### src/rtl/load_store_unit.sv
// Multi-cycle data-memory access stage: issues one req/ready bus transaction per
// load or store, stalls the core meanwhile, and returns lane-extracted, extended load data.
module load_store_unit #(
    parameter int TIMEOUT = 16
) (
    input  logic        clk,
    input  logic        reset,
    input  logic        MemRead,
    input  logic        MemWrite,
    input  logic [2:0]  Size,
    input  logic [31:0] Addr,
    input  logic [31:0] WriteData,
    output logic [31:0] ReadData,
    output logic        Stall,
    output logic        MisalignFault,
    output logic        BusError,
    output logic        mem_req,
    output logic        mem_we,
    output logic [31:0] mem_addr,
    output logic [3:0]  mem_be,
    output logic [31:0] mem_wdata,
    input  logic [31:0] mem_rdata,
    input  logic        mem_ready
);

    typedef enum logic [1:0] {
        IDLE,
        BUSY,
        DONE
    } state_t;

    typedef enum logic [1:0] {
        W_WORD,
        W_HALF,
        W_BYTE
    } width_t;

    localparam logic [7:0] LAST_COUNT = 8'(TIMEOUT - 1);

    state_t      state;
    state_t      next_state;
    logic [7:0]  count;
    logic [2:0]  acc_size;
    logic [1:0]  acc_lo;

    logic        valid;
    logic        misaligned;
    width_t      width;
    logic        issue;
    logic        complete;
    logic        abort;
    logic [3:0]  be_next;
    logic [31:0] wdata_next;

    // Codes 101-111 fall into the word default on purpose.
    function automatic width_t size_width(input logic [2:0] code);
        case (code)
            3'b001, 3'b010: return W_HALF;
            3'b011, 3'b100: return W_BYTE;
            default:        return W_WORD;
        endcase
    endfunction

    function automatic logic [31:0] extract_lane(input logic [31:0] data,
                                                 input logic [2:0]  code,
                                                 input logic [1:0]  lo);
        logic [7:0]  lane_b;
        logic [15:0] lane_h;
        logic        sgn;
        lane_b = data[{lo, 3'b000} +: 8];
        lane_h = lo[1] ? data[31:16] : data[15:0];
        sgn    = (code == 3'b001) || (code == 3'b011);
        case (size_width(code))
            W_BYTE:  return {{24{sgn & lane_b[7]}}, lane_b};
            W_HALF:  return {{16{sgn & lane_h[15]}}, lane_h};
            default: return data;
        endcase
    endfunction

    assign valid      = MemRead | MemWrite;
    assign width      = size_width(Size);
    assign misaligned = ((width == W_WORD) && (Addr[1:0] != 2'b00)) ||
                        ((width == W_HALF) && Addr[0]);

    // NOTE: every signal written below gets a default first, so no path can infer a latch.
    always_comb begin
        be_next    = 4'b1111;
        wdata_next = WriteData;
        case (width)
            W_BYTE: begin
                be_next    = 4'b0001 << Addr[1:0];
                wdata_next = {4{WriteData[7:0]}};
            end
            W_HALF: begin
                be_next    = Addr[1] ? 4'b1100 : 4'b0011;
                wdata_next = {2{WriteData[15:0]}};
            end
            default: ;
        endcase
    end

    always_comb begin
        next_state = state;
        issue      = 1'b0;
        complete   = 1'b0;
        abort      = 1'b0;
        case (state)
            IDLE: begin
                if (valid && !misaligned) begin
                    issue      = 1'b1;
                    next_state = BUSY;
                end
            end
            BUSY: begin
                if (mem_ready) begin
                    complete   = 1'b1;
                    next_state = DONE;
                end else if (count == LAST_COUNT) begin
                    abort      = 1'b1;
                    next_state = DONE;
                end
            end
            DONE:    next_state = IDLE;
            default: next_state = IDLE;
        endcase
    end

    assign Stall         = ((state == IDLE) && valid && !misaligned) || (state == BUSY);
    assign MisalignFault = (state == IDLE) && valid && misaligned;

    // NOTE: sequential state uses non-blocking assignments so every register sees pre-edge values.
    always_ff @(posedge clk) begin
        if (reset) begin
            state <= IDLE;
        end else begin
            state <= next_state;
        end
    end

    always_ff @(posedge clk) begin
        if (reset) begin
            count     <= '0;
            acc_size  <= '0;
            acc_lo    <= '0;
            mem_req   <= 1'b0;
            mem_we    <= 1'b0;
            mem_addr  <= '0;
            mem_be    <= '0;
            mem_wdata <= '0;
            ReadData  <= '0;
            BusError  <= 1'b0;
        end else begin
            BusError <= abort;
            if (issue) begin
                count     <= '0;
                acc_size  <= Size;
                acc_lo    <= Addr[1:0];
                mem_req   <= 1'b1;
                mem_we    <= MemWrite;
                mem_addr  <= {Addr[31:2], 2'b00};
                mem_be    <= be_next;
                mem_wdata <= wdata_next;
            end
            if (complete) begin
                mem_req <= 1'b0;
                if (!mem_we) begin
                    ReadData <= extract_lane(mem_rdata, acc_size, acc_lo);
                end
            end else if (abort) begin
                mem_req  <= 1'b0;
                ReadData <= '0;
            end else if (state == BUSY) begin
                count <= count + 8'd1;
            end
        end
    end

endmodule

### config.mk
export PLATFORM = sky130hd
export DESIGN_NAME = load_store_unit
export DESIGN_NICKNAME = d
export VERILOG_FILES = /design/src/rtl/load_store_unit.sv
export SDC_FILE = /design/constraint.sdc
export NUM_CORES = 1
export LEC_CHECK = 0
export BUFFER_PORTS_ARGS = -buffer_cell sky130_fd_sc_hd__buf_2
export CORE_MARGIN = 2
export CORE_UTILIZATION = 45
export DETAILED_ROUTE_END_ITERATION = 10
export GPL_ROUTABILITY_DRIVEN = 1
export PLACE_DENSITY = 0.86
export SYNTH_ARGS = -nofsm -noshare
export SYNTH_HDL_FRONTEND = slang
export SYNTH_SLANG_ARGS = --single-unit
### constraint.sdc
create_clock -name clk -period 2.4 [get_ports clk]
set_input_delay 0.12 -clock clk [delete_from_list [all_inputs] [get_ports clk]]
set_output_delay 0.12 -clock clk [all_outputs]
set_load 0.005 [all_outputs]
Yosys cells after proc, flatten, opt, wreduce, memory -nomap -nowiden
Cells that the tools add are included.
{"block": "totals", "regBits": 116, "inputBits": 104, "output_inout_bits": 105}
{"block": "op_classes", "n_reduce_logical": 21, "n_eq_ne": 17, "n_addsub": 1, "muxes": 28, "n_bitwise": 3, "shift": 2}
{"operator": "$pmux 32 s2", "count": 2}
{"operator": "$mux 32", "count": 3}
{"operator": "$mux 8", "count": 4}
{"operator": "$shiftx 32x6->8", "count": 1}
{"operator": "$mux 16", "count": 1}
{"operator": "$eq 3x2->1 const B", "count": 4}
{"operator": "$mux 2", "count": 6}
{"operator": "$pmux 2 s2", "count": 3}
{"operator": "$add 8x1->8 const B", "count": 1}
{"operator": "$eq 8x4->1 const B", "count": 1}
{"operator": "$pmux 4 s2", "count": 1}
{"operator": "$reduce_or 2->1", "count": 4}
{"operator": "$mux 1", "count": 7}
{"operator": "$eq 2x1->1 const B", "count": 3}
{"operator": "$eq 3x1->1 const B", "count": 2}
{"operator": "$eq 3x3->1 const B", "count": 2}
{"operator": "$logic_and 1x1->1", "count": 6}
{"operator": "$eq 2x2->1 const B", "count": 2}
{"operator": "$logic_not 2->1", "count": 2}
{"operator": "$mux 4", "count": 1}
{"operator": "$ne 2x2->1 const B", "count": 2}
{"operator": "$reduce_and 2->1", "count": 2}
{"operator": "$reduce_bool 2->1", "count": 2}
{"operator": "$shl 1x2->4 const A", "count": 1}
{"operator": "6 further kinds", "count": 9}

Longest topological paths before layout
Gate-level depths: netlist of run 1.
{"block": "logic_depth", "ltp_word": 14, "ltp_mapped": 11}

Least setup slack after synthesis of run 1
Ideal clock, no wire load.
{"block": "synth_path", "kind": "register to register", "startpoint": "register acc_size[0]", "endpoint": "register ReadData[1]", "slack_ps": 315, "period_less_slack_ps": 2085, "t_required_ps": 2283, "t_arrival_ps": 1968, "path_stages_with_launch": 9, "path_cell_list": "dfxtp_1 nor2_1 a22o_1 ha_1 nor2b_1 or2_2 clkbuf_1 a221o_1 a32o_1"}
{"block": "synth_between", "elab_chain_len": 10}
{"element": "from (decl)", "line_no": "43", "text": "logic [2:0] acc_size;"}
{"element": "from (signal assigned)", "line_no": "156", "text": "acc_size <= Size;"}
{"element": "$eq 3x2->1, or another cell as far along", "line_no": "57", "text": "case (code)"}
{"element": "$reduce_or 2->1", "line_no": "57"}
{"element": "$pmux 2 s2 (*)", "line_no": "57"}
{"element": "$mux 2 (*)", "line_no": "166", "text": "if (!mem_we) begin"}
{"element": "$mux 2 (*)", "line_no": "164", "text": "if (complete) begin"}
{"element": "$mux 2 (*)", "line_no": "141", "text": "if (reset) begin"}
{"element": "$eq 2x1->1 or $eq 2x2->1 (tied branches)", "line_no": "73", "text": "case (size_width(code))"}
{"element": "$pmux 32 s2 (*)", "line_no": "73"}
{"element": "$mux 32 (*)", "line_no": "166"}
{"element": "$mux 32 (*)", "line_no": "164"}
{"element": "to (signal assigned)", "line_no": "167", "text": "ReadData <= extract_lane(mem_rdata, acc_size, acc_lo);"}
{"element": "to (decl)", "line_no": "13", "text": "output logic [31:0] ReadData,"}
Every way passes the cells marked *; elsewhere a longest branch is shown, timed or not. The select of a mux whose other input is x is not followed.
A chain may end at the register's enable or synchronous reset.

Worst setup path in the final report of run 1
{"block": "layout_path", "startpoint": "input Size[1]", "endpoint": "output Stall"}
{"block": "layout_between", "elab_chain_len": 9}
{"element": "from (decl)", "line_no": "10", "text": "input logic [2:0] Size,"}
{"element": "$eq 3x2->1, or another cell as far along", "line_no": "57"}
{"element": "$reduce_or 2->1", "line_no": "57"}
{"element": "$pmux 2 s2 (*)", "line_no": "57"}
{"element": "$eq 2x1->1 or $logic_not 2->1 (tied branches)", "line_no": "83, 82"}
{"element": "$logic_and 1x1->1 (on tied branches)", "line_no": "83, 82"}
{"element": "$logic_or 1x1->1 (*)", "line_no": "82", "text": "assign misaligned = ((width == W_WORD) && (Addr[1:0] != 2'b00)) ||"}
{"element": "$logic_not 1->1 (*)", "line_no": "128", "text": "assign Stall = ((state == IDLE) && valid && !misaligned) || (state == BUSY);"}
{"element": "$logic_and 1x1->1 (*)", "line_no": "128"}
{"element": "$logic_or 1x1->1 (*)", "line_no": "128"}
{"element": "to (decl)", "line_no": "14", "text": "output logic Stall,"}
Every way passes the cells marked *; elsewhere a longest branch is shown, timed or not.

==> flow_metrics.py, run 1 <==
metrics = {
    "logic_synthesis": {
        "synth-xor-area-share": 0.00327,
        "synth_top_area_frac": 0.434,
        "synth_seq_cells": 116,
        "synth_simple_gate_area_share": 0.206,
        "ys.flop_type": "dfxtp_1",
        "ys_warn_count": 0,
        "synth-edff-count": 0,
        "yosysMostFrequentCell": "nand2_1",
        "async_flop_share": 0,
        "yosys.area.top_type": "dfxtp_1",
        "ys_types": 65,
        "syn_inst": 648,
        "synth_top_family_by_area": "compound AO/OA/AOI/OAI gates",
        "synth.area.top_cells": "dfxtp_1 43%, nand2_1 9.7%, a21oi_1 8.8%",
        "yosys.area_share.adder": 0.0140,
        "synth-compound-area-share": 0.257,
        "synthesis.area_um2": 5350,
        "synth_area_per_cell_um2": 8.26,
        "synth_common_cells": "139 x nand2_1, 116 x dfxtp_1, 94 x a21oi_1, 32 x clkbuf_1, 28 x inv_1",
        "synth.area.mux_share": 0.0208,
        "ys_seq_area_frac": 0.434,
    },
    "timing": {
        "max_slew_margin": 0.616,
        "fin_setup_tns_ns": 0,
        "setup_viol": 0,
        "max_freq_mhz": 452,
        "drv_slew": 0,
        "fin_crit_sh": 0.922,
        "holdWs_ns": 0.00850,
        "worst_pin_slew_ns": 0.575,
        "skew_ns": 0.00828,
        "rsz0062_at_grt": "false",
        "finalHoldViolCount": 0,
        "fin_crit_ns": 2.21,
    },
    "floorplan": {
        "die_width_um": 113,
        "fp.dieH_um": 113,
        "start_util": 0.465,
        "io_pins": 209,
        "core_area_um2": 11500,
        "dieArea_um2": 12800,
        "rows": 39,
    },
    "critical_path": {
        "end_kind": "output port",
        "worstSetupPathType": "in2out",
        "reg2reg_setup_slack_ns": 0.19,
        "r2r_cells": 7,
        "r2r-start": "acc_size[0]$_SDFFE_PP0P_",
        "arrival_ns": 2.09,
        "r2r-end": "ReadData[11]$_SDFFE_PP0P_",
        "cp-start-kind": "input pin",
        "cp_max_fo": 9,
        "worst_ep_required_time_ns": 2.28,
    },
    "placement": {
        "portBuffers": 206,
        "gp_congestion": 0.837,
        "dp_hpwl_um": 10600,
        "dpl_cell_area_um2": 6470,
    },
    "grt": {
        "grt_pass1_vias": 5570,
        "antenna_found_initial": 0,
        "grt_overflow": 0,
        "grt_use_total": 0.267,
        "grt_pass1_wl_um": 27300,
        "grt_start_max_net_pins": 54,
    },
    "outcome": {
        "violations": "design-rule violations",
        "status": "finished, violations left",
    },
    "finish": {
        "final_layout_size_suffix_gt1_frac": 0.324,
        "fin_nets": 1001,
        "fin_area_um2": 7600,
        "num_antenna_cells": 0,
        "area_growth_pct": 41.9,
    },
    "min_path": {
        "min_path_type": "in2reg",
        "worstHoldEndpoint": "mem_wdata[16]$_SDFFE_PP0P_",
        "holdCritStartpoint": "WriteData[16]",
        "hold_path_depth": 3,
    },
    "routing": {
        "dr.pass1.iters": 9,
        "vias": 5737,
        "avgViaCountPerCell": 5.48,
        "post_drt_wl_per_cell_um": 16.2,
        "drt-total-wl_um": 16900,
        "drc_errors": 14,
        "ant_nets": 0,
        "drtIter0Drc": 432,
    },
    "power_and_ir_drop": {
        "power_leakage_nw": 3.44,
        "design_power_total_w": 0.00588,
        "p_per_area_nw_per_um2": 774,
        "peakVddDrop_v": 0.000573,
    },
    "cts": {
        "clock_latency_ns": 0.42,
        "cts_max_level": 4,
        "cts-root-buf": "clkbuf_16",
        "cts_tree": "done",
        "cts_buffers": 17,
        "clock-sinks": 116,
        "clk_pin_slew_ns": 0.05,
        "cts_buffer_depth": 2,
    },
    "job": {
        "maxCapViolations": 0,
    },
}
worst max path at each step:
stage | from | to | slack (ns)
detailed placement | acc_size[0]$_SDFFE_PP0P_ | ReadData[26]$_SDFFE_PP0P_ | 0.07
floorplan | acc_size[0]$_SDFFE_PP0P_ | ReadData[1]$_SDFFE_PP0P_ | 0.31
global placement | acc_size[0]$_SDFFE_PP0P_ | ReadData[19]$_SDFFE_PP0P_ | 0.20
global route | Size[1] | Stall | 0.05
CTS | Size[1] | Stall | 0.03
finish | Size[1] | Stall | 0.19
repair_timing:
item / 4_1_cts / 5_1_grt
hold buffers: 48 / 0
buffers inserted: 0 / 5
setup endpoints to repair: 0 / 66
endpoints found under the hold margin: 48 / 0
gates resized for setup: 0 / 2
state kept, by name (all words and copies together) (netlist names):
| name | count |
|---|---|
| mem_req | 1 |
| acc_size | 3 |
| BusError | 1 |
| ReadData | 32 |
| mem_we | 1 |
| mem_wdata | 32 |
| state | 2 |
| mem_addr | 30 |
| acc_lo | 2 |
| count | 8 |
| mem_be | 4 |
layout by cell type, fill, tap and decap left out, drive strengths merged, types with 4 or more instances in the layout:
cell type,instances
a32o,4
a221oi,9
nand2b,24
nor2,19
o21bai,5
nand3,4
o211ai,4
ha,6
dlygate4sd3,48
a21boi,8
nor3b,9
clkbuf,22
a21oi,94
dfxtp,116
buf,226
o21ai,23
a211oi,15
mux2,9
a22o,18
nand2,139
inv,28
a221o,4
clkinv,5
nor3,16
worst max-delay path, cell delays in order:
cell	delay, ns
dlygate4sd3_1	0.53
buf_2	0.14
nand2_1	0.05
o21ai_0	0.24
inv_1	0.11
ha_1	0.21
o21ai_2	0.22
o2111ai_4	0.24
nand2_1	0.12
buf_2	0.11
cell type report:
| type | count | area [um2] |
|---|---|---|
| clock inverter | 9 | 104 |
| tap | 143 | 179 |
| multi-input combinational | 454 | 2730 |
| fill | 873 | 3920 |
| clock buffer | 22 | 474 |
| sequential | 116 | 2320 |
| timing repair buffer | 274 | 1690 |
| inverter | 28 | 105 |
power by group:
group	internal, W	total (W)	leakage (nW)	switching (W)
Sequential	0.00209	0.00219	0.947	0.0000988
Clock	0.00160	0.00247	0.282	0.000871
Combinational	0.000537	0.00123	2.22	0.000692
Total	0.00422	0.00588	3.44	0.00166
cell families after synthesis:
kind of cell,after synthesis
and+or+nand+nor,230
muxes,10
buffers and inverters,79
adders and majority gates,6
other,1
xor gates and xnor gates,2
DFF,116
AOI/OAI and AO/OA,204
routing by layer:
| layer | GRT usage | share of wire |
|---|---|---|
| met1 | 0.304 | 0.38 |
| met2 | 0.446 | 0.49 |
| met3 | 0.0991 | 0.10 |
| met4 | 0.124 | 0.028 |
| met5 | 0 | 0 |
per-stage QoR:
stage,std cells,setup WS (ns),util
after floorplan,649,0.315,-
after global placement,962,0.200,0.562
after detailed placement,962,0.0684,0.562
final,1046,0.188,0.660
after global routing,1046,0.0513,0.660
after CTS,1041,0.0266,0.654
(Power assumes the default switching activity.)
==> run 2, diff against run 1 <==
Clock period 2.4 ns to 2.6 ns, I/O delays scaled along.
==> run 2 against run 1 <==
  * The flow still finishes with violations (design-rule violations)
  * Clock skew decreased by 0.0024 ns
  * Utilization decreased by 1.0 points
  * Design area decreased by 1.5%
  * Via count decreased by 1.8%
  * Count of clock-buffer cells in the layout decreased by 1
  * Flip-flop and latch count unchanged
  * Clock power about the same
  * Routed wire length decreased by 0.94%
  * Die area unchanged
  * Setup slack improved by 0.14 ns
  * Critical endpoint is now ReadData[22]$_SDFFE_PP0P_
  * Largest cell class unchanged
==> flow_metrics.py, run 2 (synthesized netlist as in run 1, its figures left out) <==
metrics = {
    "outcome": {
        "status": "finished, violations left",
        "violations": "design-rule violations",
    },
    "floorplan": {
        "rows": 39,
        "die_width_um": 113,
        "start_util": 0.465,
        "io_pins": 209,
        "core_area_um2": 11500,
        "fp.dieH_um": 113,
        "dieArea_um2": 12800,
    },
    "power_and_ir_drop": {
        "peakVddDrop_v": 0.000504,
        "swShare": 0.275,
        "p_comb_frac": 0.196,
        "design_power_total_w": 0.00557,
        "switchingPower_w": 0.00153,
        "intPower_w": 0.00403,
        "p_per_area_nw_per_um2": 744,
        "seqPwrFrac": 0.363,
        "power_leakage_nw": 3.39,
        "pwr-share-clk": 0.441,
    },
    "placement": {
        "gp_congestion": 0.860,
        "dp_hpwl_um": 10600,
        "dpl_cell_area_um2": 6450,
        "dp_cells": 958,
        "portBuffers": 206,
    },
    "finish": {
        "final_common_cell": "buf_2",
        "area_growth_pct": 39.8,
        "reg.largest.list": "ReadData (32), mem_wdata (32), mem_addr (30)",
        "final_layout_size_suffix_gt1_frac": 0.319,
        "multi_input_area_um2": 2710,
        "final_cell_mix": "206 x buf_2, 139 x nand2_1, 116 x dfxtp_1",
        "finalNonFillerCells": 1030,
        "fin_nets": 985,
        "num_antenna_cells": 0,
        "fillers": 874,
        "fin_area_um2": 7480,
        "fin_util": 0.650,
        "layout.area.seq_um2": 2320,
    },
    "timing": {
        "fin_setup_tns_ns": 0,
        "finalHoldViolCount": 0,
        "max_freq_mhz": 441,
        "fin_crit_sh": 0.873,
        "worst_pin_slew_ns": 0.612,
        "rsz0062_at_grt": "false",
        "skew_ns": 0.00591,
        "drv_slew": 0,
        "max_slew_margin": 0.592,
        "fin_crit_ns": 2.27,
        "setup_viol": 0,
    },
    "routing": {
        "avgViaCountPerCell": 5.47,
        "drtIter0Drc": 437,
        "drc_errors": 14,
        "ant_nets": 0,
        "post_drt_wl_per_cell_um": 16.3,
        "dr.pass1.iters": 8,
        "drt-total-wl_um": 16700,
        "vias": 5634,
    },
    "critical_path": {
        "reg2reg_setup_slack_ns": 0.33,
        "arrival_ns": 2.63,
        "r2r_cells": 8,
        "cp_max_fo": 16,
        "path_buf_inv": 1,
        "max_stage_delay_ns": 0.43,
        "end_kind": "flip-flop",
        "worst_path_max_delay_cell": "dfxtp_1",
        "worstSetupPathType": "reg2reg",
        "worst-path-stages": 8,
        "worst_ep_required_time_ns": 2.96,
        "cp-start-kind": "flip-flop",
        "r2r-start": "acc_size[0]$_SDFFE_PP0P_",
        "cp_top_family": "compound AO/OA/AOI/OAI gates",
        "path_cells": "nor2b_1 -> a22o_1 -> ha_1 -> and2_1 -> a22oi_2 -> a211oi_4 -> buf_4 -> a22o_2",
        "r2r-end": "ReadData[22]$_SDFFE_PP0P_",
    },
    "cts": {
        "clock_latency_ns": 0.42,
        "clk_pin_slew_ns": 0.05,
        "cts_buffer_depth": 2,
        "cts-root-buf": "clkbuf_16",
        "cts_max_level": 4,
        "cts_tree": "done",
        "ctsResizeCount": 0,
        "clock-sinks": 116,
        "cts_buffers": 17,
    },
    "grt": {
        "grt_pass1_wl_um": 26900,
        "grt_start_max_net_pins": 82,
        "grt_use_total": 0.261,
        "grt_overflow": 0,
        "antenna_found_initial": 0,
        "grt_pass1_vias": 5572,
    },
    "job": {
        "maxCapViolations": 0,
    },
    "min_path": {
        "holdCritStartpoint": "WriteData[17]",
        "worstHoldEndpoint": "mem_wdata[17]$_SDFFE_PP0P_",
        "min_path_type": "in2reg",
        "hold_path_depth": 3,
    },
}
run 2: changes by cell type in the layout (fill, tap and decap cells not counted):
cell / delta
dlygate4sd3_1: -7
o21ai_2: -1
buf_4: -9
bufinv_16: +2
clkinv_4: -1
o21ai_1: +1
clkbuf_8: -1
a221oi_4: -1
a221oi_2: +1
run 2: worst max path at each step:
stage                                   from                         to  slack (ns)
floorplan           acc_size[0]$_SDFFE_PP0P_   ReadData[1]$_SDFFE_PP0P_        0.51
global placement    acc_size[0]$_SDFFE_PP0P_   ReadData[3]$_SDFFE_PP0P_        0.47
detailed placement  acc_size[0]$_SDFFE_PP0P_  ReadData[30]$_SDFFE_PP0P_        0.37
CTS                 acc_size[0]$_SDFFE_PP0P_  ReadData[22]$_SDFFE_PP0P_        0.33
global route        acc_size[0]$_SDFFE_PP0P_  ReadData[22]$_SDFFE_PP0P_        0.13
finish              acc_size[0]$_SDFFE_PP0P_  ReadData[22]$_SDFFE_PP0P_        0.33
run 2: stage by stage:
step | worst slack (ns) | hold slack, ns
floorplan | 0.515 | 0.266
global placement | 0.469 | 0.370
detailed placement | 0.367 | 0.376
CTS | 0.333 | 0.00173
global route | 0.128 | 0.0252
finish | 0.330 | 0.0170
run 2: worst register-to-register path: stages, from the launching register on:
cell	delay [ns]
dfxtp_1	0.43
nor2b_1	0.23
a22o_1	0.17
ha_1	0.18
and2_1	0.39
a22oi_2	0.15
a211oi_4	0.25
buf_4	0.24
a22o_2	0.17
run 2: power groups by stage:
stage	Sequential (W)	Clock, W	Combinational [W]
2_1_floorplan	0.00205	0	0.000629
3_3_place_gp	0.00204	0	0.00100
3_5_place_dp	0.00205	0	0.00102
4_1_cts	0.00201	0.00247	0.00108
5_1_grt	0.00203	0.00256	0.00120
6_report	0.00202	0.00245	0.00109
run 2: cell type report:
cell class	count	area share
Clock buffer	21	0.0615
Clock inverter	10	0.0207
Inverter	28	0.0140
Multi-Input combinational cell	454	0.362
Sequential cell	116	0.310
Tap cell	143	0.0239
Timing Repair Buffer	258	0.207
run 2: repair_timing:
item,CTS,global route
endpoints found under the setup margin,0,0
hold buffers,41,0
hold endpoints to repair,41,0
setup buffers,0,0
run 2: routing by layer:
layer	vias to the layer above	track usage	wire (um)
li1	2706	-	-
met1	2607	0.301	6570
met2	283	0.438	8190
met3	38	0.0836	1520
met4	0	0.126	454
met5	-	0	0
